[src/rtl/instr_fetch.sv]
`default_nettype none
// +------------------------------------------------------------------------+
// | Module      : instr_fetch                                              |
// | Description : PC / instruction-memory fetch stage with a single-entry  |
// |               valid/ready buffer and control-flow redirect handling.   |
// | Revision    : 1.0 - initial release                                    |
// +------------------------------------------------------------------------+
module instr_fetch #(
    parameter logic [31:0] RESET_PC = 32'h0000_0000
) (
    input  logic        clk,
    input  logic        rst_n,
    output logic        imem_req,
    output logic [31:0] imem_addr,
    input  logic        imem_ack,
    input  logic [31:0] imem_rdata,
    output logic        inst_valid,
    output logic [31:0] inst,
    output logic [31:0] inst_pc,
    input  logic        inst_ready,
    input  logic [1:0]  redir_op,
    input  logic [31:0] redir_src_pc,
    input  logic [25:0] redir_imm,
    input  logic [31:0] redir_reg
);

    localparam logic [1:0] c_st_idle  = 2'd0;
    localparam logic [1:0] c_st_fetch = 2'd1;
    localparam logic [1:0] c_st_hold  = 2'd2;
    localparam logic [1:0] c_st_drain = 2'd3;

    localparam logic [1:0] c_op_none = 2'b00;
    localparam logic [1:0] c_op_bne  = 2'b01;
    localparam logic [1:0] c_op_j    = 2'b10;

    logic [1:0]  r_state;
    logic [1:0]  w_state_next;
    logic [31:0] r_pc;
    logic [31:0] r_drain_addr;
    logic [31:0] r_inst;
    logic [31:0] r_inst_pc;

    logic        w_redir;
    logic [31:0] w_src_plus4;
    logic [31:0] w_target;
    logic        w_unused;

    assign w_redir     = (redir_op != c_op_none);
    assign w_src_plus4 = redir_src_pc + 32'd4;
    assign w_unused    = ^redir_reg[1:0];

    always_comb begin
        w_target = {redir_reg[31:2], 2'b00};
        case (redir_op)
            c_op_bne: w_target = w_src_plus4 + {{14{redir_imm[15]}}, redir_imm[15:0], 2'b00};
            c_op_j:   w_target = {w_src_plus4[31:28], redir_imm, 2'b00};
            default:  w_target = {redir_reg[31:2], 2'b00};
        endcase
    end

    // State register
    always_ff @(posedge clk or negedge rst_n) begin
        if (!rst_n) begin
            r_state <= c_st_idle;
        end else begin
            r_state <= w_state_next;
        end
    end

    // Next-state logic; a redirect outranks both ack and ready
    always_comb begin
        w_state_next = r_state;
        case (r_state)
            c_st_idle: begin
                w_state_next = c_st_fetch;
            end
            c_st_fetch: begin
                if (w_redir) begin
                    w_state_next = imem_ack ? c_st_fetch : c_st_drain;
                end else if (imem_ack) begin
                    w_state_next = c_st_hold;
                end
            end
            c_st_hold: begin
                if (w_redir || inst_ready) begin
                    w_state_next = c_st_fetch;
                end
            end
            c_st_drain: begin
                if (imem_ack) begin
                    w_state_next = c_st_fetch;
                end
            end
            default: begin
                w_state_next = c_st_idle;
            end
        endcase
    end

    // Outputs decoded from registered state; DRAIN keeps the abandoned address on the bus
    always_comb begin
        imem_req   = (r_state == c_st_fetch) || (r_state == c_st_drain);
        imem_addr  = (r_state == c_st_drain) ? r_drain_addr : r_pc;
        inst_valid = (r_state == c_st_hold);
        inst       = r_inst;
        inst_pc    = r_inst_pc;
    end

    // Datapath: pc, drain address and instruction buffer
    always_ff @(posedge clk or negedge rst_n) begin
        if (!rst_n) begin
            r_pc         <= RESET_PC;
            r_drain_addr <= RESET_PC;
            r_inst       <= 32'd0;
            r_inst_pc    <= 32'd0;
        end else begin
            if (w_redir) begin
                r_pc <= w_target;
                if ((r_state == c_st_fetch) && !imem_ack) begin
                    r_drain_addr <= r_pc;
                end
            end else if ((r_state == c_st_fetch) && imem_ack) begin
                r_inst    <= imem_rdata;
                r_inst_pc <= r_pc;
                r_pc      <= r_pc + 32'd4;
            end
        end
    end

endmodule
`default_nettype wire

[config.mk]
export PLATFORM = sky130hd
export DESIGN_NAME = instr_fetch
export DESIGN_NICKNAME = d
export VERILOG_FILES = /design/src/rtl/instr_fetch.sv
export SDC_FILE = /design/constraint.sdc
export NUM_CORES = 1
export LEC_CHECK = 0
export BUFFER_PORTS_ARGS = -buffer_cell sky130_fd_sc_hd__buf_4
export CAP_MARGIN = 20
export CORE_MARGIN = 3
export CORE_UTILIZATION = 33
export DETAILED_ROUTE_END_ITERATION = 6
export HOLD_SLACK_MARGIN = 0.05
export SETUP_SLACK_MARGIN = 0.5
export SLEW_MARGIN = 20
export SYNTH_ARGS = -nofsm -noshare
export SYNTH_HDL_FRONTEND = slang
export SYNTH_SLANG_ARGS = --single-unit
[constraint.sdc]
create_clock -name clk -period 4 [get_ports clk]
set_input_delay 0 -clock clk [delete_from_list [all_inputs] [get_ports clk]]
set_output_delay 0 -clock clk [all_outputs]
set_load 0.01 [all_outputs]
==> impl_metrics.json <==
{
  "cp.arrival_ns": 3.61,
  "placeableCoreArea_um2": 24700,
  "gr-usage-all-layers_pct": 18.4,
  "die_x_um": 166,
  "netlist_instances": 825,
  "synthArstFlopShare_pct": 100,
  "antenna_found_initial": 0,
  "start_util_pct": 34.2,
  "netlist_area_um2": 8460,
  "drt_iter0_drc": 378,
  "layout.filler_cells": 2321,
  "via_per_inst": 5.14,
  "layout_worst_path_cycle_share_pct": 81.5,
  "grt_overflow": 0,
  "clkLatencyLatePin_ns": 0.41,
  "path_max_fanout": 7,
  "area_growth_pct": 41.7,
  "yosys_warnings": 0,
  "hold_slack_ns": 0.0594,
  "power.leakage_nw": 5.29,
  "portBuffers": 223,
  "fin_skew_ns": 0.00819,
  "powerDensity_nw_per_um2": 453,
  "ys_types": 64,
  "die_y_um": 166,
  "drive_above_1_share_pct": 36.2,
  "diodes": 0,
  "io_pins": 226,
  "stdcell_area_um2": 12000,
  "wl_um": 25700,
  "finalSetupViolCount": 0,
  "dieArea_um2": 27600,
  "min_path_type": "input pin to register",
  "synth_ff_type": "dfrtp_1",
  "clock-sinks": 130,
  "dr_total_vias": 7515,
  "wire_per_inst_um": 17.6,
  "grt_pass1_wl_um": 41200,
  "fmax_mhz": 307,
  "hpwl_um": 19400,
  "cts_tree": "built",
  "slew_viol_final": 0,
  "seq_area_frac_synth_pct": 38.5,
  "max_slew.worst_pin.slew_ns": 0.984,
  "power_mw": 5.43,
  "critical_path_class": "input pin to register",
  "first_pass_iters": 5,
  "place_congestion": 0.883,
  "nNetsFinal": 1294,
  "fin_cells": 1462,
  "drv_cap": 0,
  "cts-htree-levels": 4,
  "cts_buffers": 17,
  "place_area_um2": 10400,
  "antenna_left": 0,
  "final_common_cell": "buf_4",
  "finalCriticalPeriod_ns": 3.26,
  "crit_path_end_kind": "register",
  "final_cell_mix": "buf_4 (232), dfrtp_1 (130), mux2_2 (126), dlygate4sd3_1 (89), nand2_1 (74)",
  "grt_setup_unrepaired": "false",
  "slew_headroom_pct": 34.3,
  "clkSlewWorstSetupHoldPaths_ns": 0.06,
  "cts_root_buf": "clkbuf_16",
  "rows": 57,
  "dp.cells": 1341,
  "drc": 0,
  "syn_nets": 994,
  "cp_data_required_time_ns": 4.35,
  "synth_edf_count": 0,
  "outcome": "finished clean",
  "synth-seq-cells": 130,
  "grt_max_degree": 92,
  "cts_buffer_depth": 2,
  "fin_tns_setup_ns": 0,
  "grt_pass1_vias": 7571,
  "finalHoldViolations": 0,
  "syn_area_per_cell_um2": 10.3,
  "startpoint_type": "input pin",
  "vdd_drop_max_uv": 240
}
## cell type report
cell class              instances  area [um^2]  share of cell area, %
multi-input cells             642         4980                   41.6
well taps                     324          405                   3.38
inverters                      12         45.0                  0.376
flip-flops and latches        130         3250                   27.1
repair buffers                322         2640                   22.1
clock buffers                  18          429                   3.58
clock inverters                14          226                   1.89
## critical path, stage by stage
cell and delay (ns):
buf_4 0.10, and4_1 0.25, and3_1 0.27, and2b_2 0.25, and2_1 0.19, nand3_1 0.10, xnor2_1 0.13, ha_1 0.35
a21o_1 0.20, a211oi_1 0.33, and3_1 0.21, nand3_1 0.09, nand2_1 0.13, xnor2_1 0.15, o211ai_1 0.11, a22oi_1 0.18
dlygate4sd3_1 0.57
## report_power, final
part	internal [mW]	switching, mW
sequential	1.66	0.249
clock	1.12	0.609
combinational	1.01	0.787
total	3.78	1.65
## per-stage QoR
stage | setup WS, ns | util (%)
3_3_place_gp | 0.771 | 42.2
5_1_grt | 0.501 | 48.4
6_report | 0.738 | 48.4
3_5_place_dp | 0.802 | 42.2
2_1_floorplan | 1.31 | -
4_1_cts | 0.729 | 48.4
## cell families after synthesis
group	count (synthesis)	synth area share (%)
buf+inv	53	2.72
fa+ha+maj	41	6.15
compound gates	172	14.1
simple gates	222	13.4
flops	130	38.5
mux	128	17.0
xor+xnor	79	8.18
## worst paths after layout
path	startpoint	end	slack, ns	depth (start not counted)
min	redir_imm[19]	r_pc[21]$_DFFE_PN0P_	0.06	4
max reg2reg	r_pc[4]$_DFFE_PN0P_	r_pc[27]$_DFFE_PN0P_	1.15	9
max	redir_src_pc[5]	r_pc[26]$_DFFE_PN0P_	0.74	17
min in group asynchronous	rst_n	inst[24]$_DFFE_PN0P_	0.21	2
max in group asynchronous	rst_n	inst_pc[27]$_DFFE_PN0P_	2.67	3
min reg2reg	inst_pc[8]$_DFFE_PN0P_	inst_pc[8]$_DFFE_PN0P_	0.48	2
## routing by layer
layer	vias up	track usage (%)	share of wire (%)
met1	3593	26.0	48
li1	3632	-	-
met3	31	3.31	5.9
met4	0	4.85	1.6
met5	-	0	0
met2	259	29.3	45
## flip-flops by register name, indices dropped and copies added, names as in the netlist
signal and cells:
inst_pc 32, r_drain_addr 32, r_state 2, inst 32
r_pc 32
## timing repair
| action | CTS | global route |
|---|---|---|
| endpoints found under the hold margin | 154 | 0 |
| setup endpoints to repair | 0 | 1 |
| setup buffers | 0 | 0 |
| gates resized for setup | 0 | 1 |
| hold buffers | 89 | 0 |
## synth_stat cells (2+ instances only)
cell	count	area, um^2
clkbuf_1	27	101
nand3_1	23	115
o221ai_1	3	26.3
dfrtp_1	130	3250
buf_2	6	30.0
a22oi_1	7	52.6
o31ai_1	6	45.0
and2_1	6	37.5
xnor2_1	57	499
o211ai_1	5	37.5
xor2_1	22	193
mux2i_1	2	20.0
clkbuf_8	2	27.5
nand2_1	74	278
a21oi_1	37	185
nor4_2	2	25.0
nor3_1	9	45.0
o21ai_1	2	10.0
o21ai_0	43	215
a31oi_1	6	37.5
nand2b_1	8	50.1
ha_1	40	500
nor2b_1	5	31.3
o22ai_1	2	12.5
a32oi_1	3	26.3
inv_1	12	45.0
a21o_1	13	97.6
a221o_1	4	40.0
a221oi_1	15	131
and4_1	8	70.1
and3_1	13	81.3
nor2_1	39	146
mux2_2	126	1420
a211oi_1	11	82.6
nand4_1	22	138
buf_1	5	18.8
a21boi_0	3	22.5
Note: power is estimated with default switching activity, not from simulation.
